## config.mk

```make
export PLATFORM = sky130hd
export DESIGN_NAME = rr_output_allocator
export DESIGN_NICKNAME = d
export VERILOG_FILES = /design/src/rtl/rr_output_allocator.sv
export SDC_FILE = /design/constraint.sdc
export NUM_CORES = 1
export LEC_CHECK = 0
export CAP_MARGIN = 20
export CELL_PAD_IN_SITES_DETAIL_PLACEMENT = 0
export CELL_PAD_IN_SITES_GLOBAL_PLACEMENT = 1
export CORE_ASPECT_RATIO = 1.4
export CORE_MARGIN = 2
export CORE_UTILIZATION = 46
export CTS_CLUSTER_SIZE = 20
export DETAILED_ROUTE_END_ITERATION = 7
export PLACE_DENSITY_LB_ADDON = 0.12
export SLEW_MARGIN = 20
export SYNTH_ARGS = -nofsm -noshare
export SYNTH_HDL_FRONTEND = slang
export SYNTH_SLANG_ARGS = --single-unit
```

## constraint.sdc

```tcl
create_clock -name CLK -period 10 [get_ports CLK]
set_input_delay 1 -clock CLK [delete_from_list [all_inputs] [get_ports CLK]]
set_output_delay 1 -clock CLK [all_outputs]
set_load 0.01 [all_outputs]
```

## src/rtl/rr_output_allocator.sv

```systemverilog
// Round-robin, wormhole-locking switch allocator for one router output port.
// Every flit transfer is gated by a credit count of free downstream buffer slots.
module rr_output_allocator #(
    parameter int NR        = 5,
    parameter int BUF_DEPTH = 4,
    localparam int CW       = $clog2(BUF_DEPTH + 1),
    localparam int PW       = $clog2(NR)
) (
    input  logic          CLK,
    input  logic          RSTn,
    input  logic [NR-1:0] REQ,
    input  logic [NR-1:0] TAIL,
    input  logic          CREDIT_IN,
    output logic [NR-1:0] GRT,
    output logic          FIRE,
    output logic [CW-1:0] CREDIT_CNT,
    output logic          LOCKED,
    output logic [PW-1:0] OWNER,
    output logic          CREDIT_ERR
);

    typedef enum logic {
        ST_IDLE   = 1'b0,
        ST_LOCKED = 1'b1
    } state_e;

    state_e        state_q, state_d;
    logic [PW-1:0] owner_q, owner_d;
    logic [PW-1:0] ptr_q, ptr_d;
    logic [CW-1:0] credit_q, credit_d;
    logic          err_q, err_d;
    logic [NR-1:0] grt_s;
    logic          fire_s;
    logic [PW:0]   pick_s;

    // Index after i, wrapping explicitly since NR need not be a power of two.
    function automatic logic [PW-1:0] next_idx(input logic [PW-1:0] i);
        return (i == PW'(NR - 1)) ? '0 : i + PW'(1);
    endfunction

    // Returns {found, index} of the first requester at or after ptr (circular).
    // Scanning from the far end lets the closest requester overwrite the result last.
    function automatic logic [PW:0] rr_pick(input logic [NR-1:0] req, input logic [PW-1:0] ptr);
        logic [PW:0] sum;
        logic [PW:0] res;
        res = '0;
        for (int k = NR - 1; k >= 0; k--) begin
            sum = {1'b0, ptr} + (PW + 1)'(k);
            sum = (sum >= (PW + 1)'(NR)) ? sum - (PW + 1)'(NR) : sum;
            res = req[sum[PW-1:0]] ? {1'b1, sum[PW-1:0]} : res;
        end
        return res;
    endfunction

    assign pick_s = rr_pick(REQ, ptr_q);

    // Grant selection and mode/owner/pointer next-state.
    always_comb begin
        grt_s   = '0;
        state_d = state_q;
        owner_d = owner_q;
        ptr_d   = ptr_q;
        case (state_q)
            ST_IDLE: begin
                if ((credit_q != '0) && pick_s[PW]) begin
                    grt_s[pick_s[PW-1:0]] = 1'b1;
                    if (TAIL[pick_s[PW-1:0]]) begin
                        ptr_d = next_idx(pick_s[PW-1:0]);
                    end else begin
                        state_d = ST_LOCKED;
                        owner_d = pick_s[PW-1:0];
                    end
                end else begin
                    grt_s = '0;
                end
            end
            ST_LOCKED: begin
                // Non-owner requests are ignored; an owner without REQ is just a bubble.
                if ((credit_q != '0) && REQ[owner_q]) begin
                    grt_s[owner_q] = 1'b1;
                    if (TAIL[owner_q]) begin
                        state_d = ST_IDLE;
                        ptr_d   = next_idx(owner_q);
                    end else begin
                        state_d = ST_LOCKED;
                    end
                end else begin
                    grt_s = '0;
                end
            end
            default: begin
                state_d = ST_IDLE;
            end
        endcase
    end

    assign fire_s = |grt_s;

    // Credit bookkeeping; an unmatched return at full count is flagged, not counted.
    always_comb begin
        credit_d = credit_q;
        err_d    = err_q;
        case ({fire_s, CREDIT_IN})
            2'b10: begin
                credit_d = credit_q - CW'(1);
            end
            2'b01: begin
                if (credit_q == CW'(BUF_DEPTH)) begin
                    err_d = 1'b1;
                end else begin
                    credit_d = credit_q + CW'(1);
                end
            end
            default: begin
                credit_d = credit_q;
            end
        endcase
    end

    // State registers.
    always_ff @(posedge CLK or negedge RSTn) begin
        if (!RSTn) begin
            state_q  <= ST_IDLE;
            owner_q  <= '0;
            ptr_q    <= '0;
            credit_q <= CW'(BUF_DEPTH);
            err_q    <= 1'b0;
        end else begin
            state_q  <= state_d;
            owner_q  <= owner_d;
            ptr_q    <= ptr_d;
            credit_q <= credit_d;
            err_q    <= err_d;
        end
    end

    assign GRT        = RSTn ? grt_s : '0;
    assign FIRE       = |GRT;
    assign CREDIT_CNT = credit_q;
    assign LOCKED     = (state_q == ST_LOCKED);
    assign OWNER      = owner_q;
    assign CREDIT_ERR = err_q;

endmodule

```

==> impl_metrics.yaml, run 1 <==
finish:
  layout.area.seq_sq_um: 277
  drive_above_1_share_pct: 11.1
  multi_input_area_sq_mm: 0.00181
  area.growth.synth_to_final_pct: 12.9
  final_area_sq_mm: 0.00254
  fillers: 500
  fin_cells: 361
  final_nets: 324
  antenna_cells: 0
hold_path:
  hold_path_class: "reg -> reg"
  worstHoldStart: "CREDIT_ERR"
  min_path_cells: 1
  hold-path-endpoint: "CREDIT_ERR"
timing:
  relSlewSlack_pct: 52.9
  slew_violations: 0
  clock_skew_ns: 0.00225
  final.setup.tns_ns: 0
  hold-worst-slack_ns: 0.472
  worst_pin_slew_ns: 0.702
  min_period_ns: 5.97
  setup_viol: 0
  hold_viol_final: 0
  rsz0062_at_grt: "false"
  fmax_mhz: 167
  period_share_pct: 59.7
logic_synthesis:
  synth_top_area_cell: "dfrtp_1"
  ys_async_sr_fraction_pct: 100
  yosys-top-cells-count: "20 x nand2_1, 19 x nor2_1, 17 x a21oi_1"
  yosysWarningCount: 0
  synth_edf_count: 0
  ys_seq_area_share_pct: 12.3
  ys.flop_type: "dfrtp_1"
  synth.most_common_cell: "nand2_1"
  syn_nets: 306
  ys_top_cells_by_area: "dfrtp_1 11%, ha_1 6.1%, mux2i_1 4.0%"
  syn_area_sq_mm: 0.00225
  syn_area_per_cell_sq_um: 8.03
  ys_ff_latch: 11
  synth.top_cell.area_share_pct: 11.1
  syn_inst: 280
  synth.distinct_cells: 86
critical_path:
  critical_path_class: "reg -> out"
  reg2reg_depth: 14
  critPathCaptureType: "output port"
  worstPathArrival_ns: 4.97
  startpoint: "ptr_q[1]"
  r2r_slack_ns: 5.10
  reg2reg_to: "CREDIT_CNT[1]"
  startpoint_type: "register"
  required_ns: 9.00
  r2r-start: "ptr_q[1]"
  crit_fanout: 14
die:
  die_w_um: 63.1
  die_h_um: 86.7
  rows: 30
  dieArea_sq_mm: 0.00547
  start_util_pct: 47.1
  coreArea_sq_mm: 0.00477
  num_io_pins: 27
route:
  routedWlPerCell_um: 18.3
  drtIter0Drc: 189
  wl_um: 6600
  vias_per_cell: 6.39
  dr_total_vias: 2305
  drc: 0
  ant_nets: 0
  firstDrtPassIters: 4
clock_tree:
  cts_resized: 0
  path_clk_slew_ns: 0.05
  cts_hold_repair.buffers: 0
  cts_buffers: 3
  clkSinkCount: 11
  clk_latency_ns: 0.23
  clockRootBuffer: "clkbuf_8"
  clock_path_buffers: 2
  post_cts_buffers: 0
  cts_tree: "yes"
  h-tree-depth: 1
grt:
  grt_pass1_vias: 2244
  grt_max_degree: 36
  grt_util_all_layers_pct: 24.4
  antenna_found_initial: 0
  grt-ovfl-total: 0
  grt_pass1_wl_um: 10700
run_status:
  status: "finished, final reports clean"
placed_design:
  place_hpwl_um: 5150
  dp.cells: 357
  numPortBuffers: 26
  placed_area_sq_mm: 0.00249
  routabilityCongestion: 0.907
flow_run:
  drv_cap: 0
-- worst max path at each step --
stage / slack, ns / depth (start not counted) / endpoint
after floorplan: 5.59 / 13 / GRT[2]
after global placement: 4.22 / 13 / GRT[2]
after detailed placement: 4.23 / 13 / GRT[2]
after CTS: 4.01 / 13 / GRT[2]
after global routing: 3.56 / 13 / GRT[2]
final: 4.03 / 13 / GRT[2]
-- final cells by class --
| class | instances | share of cell area [%] |
|---|---|---|
| sequential | 11 | 10.9 |
| timing repair buffer | 27 | 10.6 |
| inverter | 14 | 2.07 |
| tap | 64 | 3.16 |
| clock buffer | 4 | 1.78 |
| multi-input combinational | 241 | 71.5 |
-- sequential cells by signal, summed over array words and instances, names as in the netlist --
register / count
CREDIT_CNT: 3
OWNER: 3
ptr_q: 3
CREDIT_ERR: 1
LOCKED: 1
-- cell usage in the layout (no fill, tap or decap), types with 7 or more instances in the layout --
cell type,instances
nand2_1,20
mux2i_1,9
clkdlybuf4s50_1,26
a211oi_1,7
nor3_1,12
inv_1,13
a21oi_1,17
nand2b_1,10
nor2_1,19
ha_1,11
o21ai_0,10
dfrtp_1,10
-- through the flow --
stage               utilization, %  setup WS (ns)
finish                        53.2           4.03
global route                  53.2           3.56
CTS                           53.2           4.01
detailed placement            52.3           4.23
global placement              52.3           4.22
floorplan                        -           5.59
-- critical path, stage by stage, from the launching register on --
cell	delay (ns)
dfrtp_1	0.69
inv_1	0.25
ha_1	0.28
ha_1	0.38
or2_2	0.32
o21ai_0	0.37
o2111a_1	0.34
or3_1	0.18
nor3_1	0.09
a311oi_1	0.65
nand2_1	0.24
o32ai_1	0.27
and2_1	0.16
clkdlybuf4s50_1	0.53
-- logic make-up after synthesis --
family	count (synthesis)	share of synthesized area [%]
simple gates	107	26.4
xor+xnor	4	1.56
buf+inv	28	6.96
compound gates	99	34.5
fa+ha+maj	13	7.91
mux	18	10.4
flops	11	12.3
-- metal layers --
layer / part of all wire (%) / vias up / track usage (%)
li1: - / 1116 / -
met1: 39 / 1093 / 26.7
met2: 51 / 70 / 45.5
met3: 4.1 / 26 / 2.21
met4: 4.9 / 0 / 14.3
met5: 0 / - / 0
Power of run 1 is not shown: default switching activity piles up to over one toggle a cycle in this logic, so the estimate is an artifact.
==> inputs of run 2 (changes only) <==
Settings changed: CORE_UTILIZATION 46 to 43.
Clock period 10 ns to 5.9 ns, I/O delays scaled along.
==> run 2 against run 1 <==
First-iteration DRC count rose by 4.8%. Register-to-register slack got worse by 3.9 ns. Setup slack got worse by 3.5 ns. Core utilization fell by 3.6 points. Via count barely moved. Sequential share of layout area barely moved. Worst hold slack improved by 0.0076 ns. Global-route usage fell by 0.71 points.
==> impl_metrics.yaml, run 2 (synthesized netlist as in run 1, its figures left out) <==
finish:
  fillers: 538
  drive_above_1_share_pct: 11.4
  layout.core_utilization_pct: 49.6
  layout_common_cells: "26 x clkdlybuf4s50_1, 20 x nand2_1, 19 x nor2_1"
  final_nets: 324
  area.growth.synth_to_final_pct: 13.0
  layout.cells.most_common: "clkdlybuf4s50_1"
  antenna_cells: 0
die:
  coreArea_sq_mm: 0.00512
  rows: 31
  dieArea_sq_mm: 0.00583
  start_util_pct: 43.9
  die_h_um: 89.5
  die_w_um: 65.1
  num_io_pins: 27
critical_path:
  path_common_cell: "ha_1"
  critical_path_class: "reg -> out"
  cp_cell_sequence: "inv_1 > ha_1 > ha_1 > or2_2 > o21ai_0 > o2111a_1 > or3_1 > nor3_1 > a311oi_1 > nand2_1 > o32ai_1 > and2_1 > clkdlybuf4s50_1"
  cpLargestDelayFamily: "compound AO/OA/AOI/OAI gates"
  slowest_stage: "dfrtp_1"
  worstPathArrival_ns: 4.74
  crit_fanout: 14
  slowest_delay_ns: 0.67
  critPathCaptureType: "output port"
  required_ns: 5.31
  cp_num_buf_inv: 2
  startpoint_type: "register"
grt:
  grt_pass1_wl_um: 10800
  grt_util_all_layers_pct: 23.7
  use_met2_pct: 44.4
  gr-usage-met3_pct: 2.02
  grt-busiest-layer: "met2"
  grt_pass1_vias: 2295
  grt_max_degree: 35
  use_met1_pct: 26.3
  antenna_found_initial: 0
  grt-ovfl-total: 0
clock_tree:
  post_cts_buffers: 0
  clockRootBuffer: "clkbuf_8"
  cts_tree: "yes"
  cts_hold_repair.buffers: 0
  cts_buffers: 3
  path_clk_slew_ns: 0.05
  clkSinkCount: 11
  clk_latency_ns: 0.24
  cts_resized: 0
  clock_path_buffers: 2
  h-tree-depth: 1
route:
  vias_per_cell: 6.34
  firstDrtPassIters: 4
  drtIter0Drc: 198
  wl_um: 6590
  routedWlPerCell_um: 18.2
  dr_total_vias: 2303
  drc: 0
  ant_nets: 0
timing:
  fmax_mhz: 188
  clock_skew_ns: 0.00590
  hold_viol_final: 0
  setup_viol: 0
  finalWorstSetupSlack_ns: 0.570
  period_share_pct: 90.3
  min_period_ns: 5.33
  rsz0062_at_grt: "false"
  final.setup.tns_ns: 0
  slew_violations: 0
  worst_pin_slew_ns: 0.624
  relSlewSlack_pct: 58.4
placed_design:
  preCtsSetupSlack_ns: 0.822
  place_hpwl_um: 5130
  routabilityCongestion: 0.936
  numPortBuffers: 26
flow_run:
  drv_cap: 0
run_status:
  status: "finished, final reports clean"
hold_path:
  hold_path_class: "reg -> reg"
-- run 2: final cells by class --
type	count	area, sq um	share of cell area (%)
multi-input cells	241	1810	71.4
flip-flops and latches	11	277	10.9
inverters	14	52.6	2.07
well taps	66	82.6	3.25
clock inverters	1	5.00	0.197
clock buffers	3	41.3	1.63
repair buffers	27	268	10.5
-- run 2: worst paths after layout --
path / startpoint / end / slack (ns) / cells past startpoint
worst max-delay path: ptr_q[1] / GRT[2] / 0.57 / 13
worst min-delay path: CREDIT_ERR / CREDIT_ERR / 0.48 / 1
worst max register to register: ptr_q[1] / CREDIT_CNT[2] / 1.21 / 14
worst min register to register: CREDIT_ERR / CREDIT_ERR / 0.48 / 1
max in group asynchronous: RSTn / LOCKED / 4.78 / 1
min in group asynchronous: RSTn / CREDIT_ERR / 0.73 / 1
-- run 2: stage by stage --
| stage | std cells | hold slack [ns] | instance area, sq um |
|---|---|---|---|
| after global routing | 363 | 0.517 | 2540 |
| after floorplan | 280 | 0.294 | 2250 |
| final | 363 | 0.479 | 2540 |
| after global placement | 359 | 0.451 | 2490 |
| after CTS | 363 | 0.482 | 2540 |
| after detailed placement | 359 | 0.460 | 2490 |
-- run 2: worst register-to-register path: cells and delay by family (launching register included) --
kind            cells  cell delay (ns)
compound gates      4             0.53
buf+inv             1             0.25
fa+ha+maj           2             1.21
flops               1             0.67
simple gates        7             1.95
-- run 2: routing by layer --
metal,wire length (um),vias to the layer above
li1,-,1121
met1,2630,1087
met2,3390,71
met3,299,24
met4,278,0
met5,0,-
Power of run 2 is left out for the same reason.
==> patch, RTL diff (config.mk and constraints of run 1) <==
`BUF_DEPTH`: 4 -> 2.
--- a/src/rtl/rr_output_allocator.sv
+++ b/src/rtl/rr_output_allocator.sv
@@ -4,3 +4,3 @@
     parameter int NR        = 5,
-    parameter int BUF_DEPTH = 4,
+    parameter int BUF_DEPTH = 2,
     localparam int CW       = $clog2(BUF_DEPTH + 1),
Interface: changed (resized CREDIT_CNT); port bits go from 27 to 26. The function was not compared with the original's and may differ.
==> patch against run 1 <==
  * Sequential cell count shrank 1
  * First-iteration DRC count shrank 39%
  * Via count shrank 10%
  * Global-route usage grew 0.22 points
  * Cell area shrank 6.5%
  * Synthesized area shrank 7.6%
  * Count of clock-buffer cells in the layout is the same
  * Worst setup slack gained 0.36 ns
  * Hold slack lost 0.0020 ns
  * Synthesized cell count shrank 4.3%
  * Wire length shrank 9.8%
Power is not shown: default switching activity piles up to over one toggle a cycle in this logic, so the estimate is an artifact.
==> patch: results (changes against run 1) <==
status: "finished clean"
ant_nets: 0  # unchanged
grt_max_degree: 35  # -2.8%
placed_cell_area_sq_um: 2320  # -7.0%
antenna_found_initial: 0  # unchanged
cts-resized-gates: 0  # unchanged
synth_compound_area_share_pct: 28.2  # -6.3 points
gp_congestion: 0.947  # +4.3%
yosys-top-cells-count: "29 x nand2_1, 24 x nor2_1, 19 x a21oi_1"
cp.arrival_ns: 4.61  # -0.36 ns
start_kind: "flop"
finClkSkew_ns: 0.00378  # +0.00153 ns
r2r_start: "ptr_q[1]$_DFFE_PN0P_"
drt_first_pass_iters: 4  # unchanged
drt_iter0_markers: 116  # -39%
synthAdderAreaFrac_pct: 8.20  # +0.29 points
yosysWarnings: 0  # unchanged
slowest_stage: "dfrtp_1"
synth_area_leaders: "dfrtp_1 11%, ha_1 7.2%, mux2i_1 5.3%"
htreeDepth: 1  # unchanged
grt_pass1_vias: 1975  # -12%
cp_slowest_stage_delay_ns: 0.71  # +0.02 ns
async_flop_share_pct: 100  # unchanged
grt_pass1_wl_um: 9600  # -10%
synth_xor_area_share_pct: 2.95  # +1.4 points
hpwl_um: 4630  # -10%
fin_nets: 308  # -4.9%
drive_above_1_share_pct: 9.61  # -1.5 points
post_cts_buffers: 0  # unchanged
cts_root_buf: "clkbuf_8"
avgRoutedWirePerCell_um: 17.5  # -4.5%
synth_nets: 294  # -3.9%
hold_class: "reg -> reg"
ys_types: 67  # -22%
diodes: 0  # unchanged
fill_cells: 428  # -14%
port_buffers: 25  # -3.8%
clockBufferDepth: 2  # unchanged
vias: 2070  # -10%
hold_path_startpoint: "CREDIT_ERR$_DFFE_PN0P_"
crit_fanout: 16  # +2
cts_made_buffers: 3  # unchanged
grt_use_total_pct: 24.6  # +0.22 points
synth_mux_area_share_pct: 17.4  # +7.1 points
clk_pin_slew_ns: 0.06
worst-slew-pin-transition_ns: 0.697  # -0.00545 ns
clock_latency_ns: 0.24
ys.flop_type: "dfrtp_1"
ys_seq_area_share_pct: 12.1  # -0.19 points
## patch: critical path, delay by kind of cell (launching register included)
kind	cells	cell delay [ns]
buffers and inverters	2	0.63
AOI/OAI and AO/OA	2	0.81
and+or+nand+nor	3	0.64
adders and majority gates	1	0.68
DFF	1	0.71
muxes	2	0.90
## patch: worst paths after layout
path                                          end  slack, ns  cells after the start
max                                          FIRE       4.39                     10
min                        CREDIT_ERR$_DFFE_PN0P_       0.47                      1
max reg2reg                  ptr_q[0]$_DFFE_PN0P_       5.60                     11
min reg2reg                CREDIT_ERR$_DFFE_PN0P_       0.47                      1
max in group asynchronous    ptr_q[1]$_DFFE_PN0P_       8.46                      1
min in group asynchronous  CREDIT_ERR$_DFFE_PN0P_       1.14                      1
## patch: layer usage
layer	track usage, %	vias to the layer above	part of all wire (%)
li1	-	1022	-
met1	29.2	968	40
met2	41.3	62	52
met3	3.41	18	3.9
met4	12.8	0	4.2
met5	0	-	0
## patch: layout make-up
| class | count | area (sq um) | area share (%) |
|---|---|---|---|
| clock buffer | 4 | 55.1 | 2.32 |
| sequential | 10 | 251 | 10.6 |
| multi-input combinational | 226 | 1680 | 70.7 |
| inverter | 15 | 56.3 | 2.37 |
| timing repair buffer | 26 | 258 | 10.9 |
| tap | 60 | 75.1 | 3.16 |
## patch: per-stage QoR
| stage | std cells | hold slack, ns | setup slack, ns |
|---|---|---|---|
| 2_1_floorplan | 268 | 0.503 | 5.77 |
| 3_3_place_gp | 337 | 0.469 | 4.56 |
| 3_5_place_dp | 337 | 0.457 | 4.51 |
| 4_1_cts | 341 | 0.479 | 4.38 |
| 5_1_grt | 341 | 0.489 | 4.07 |
| 6_report | 341 | 0.470 | 4.39 |
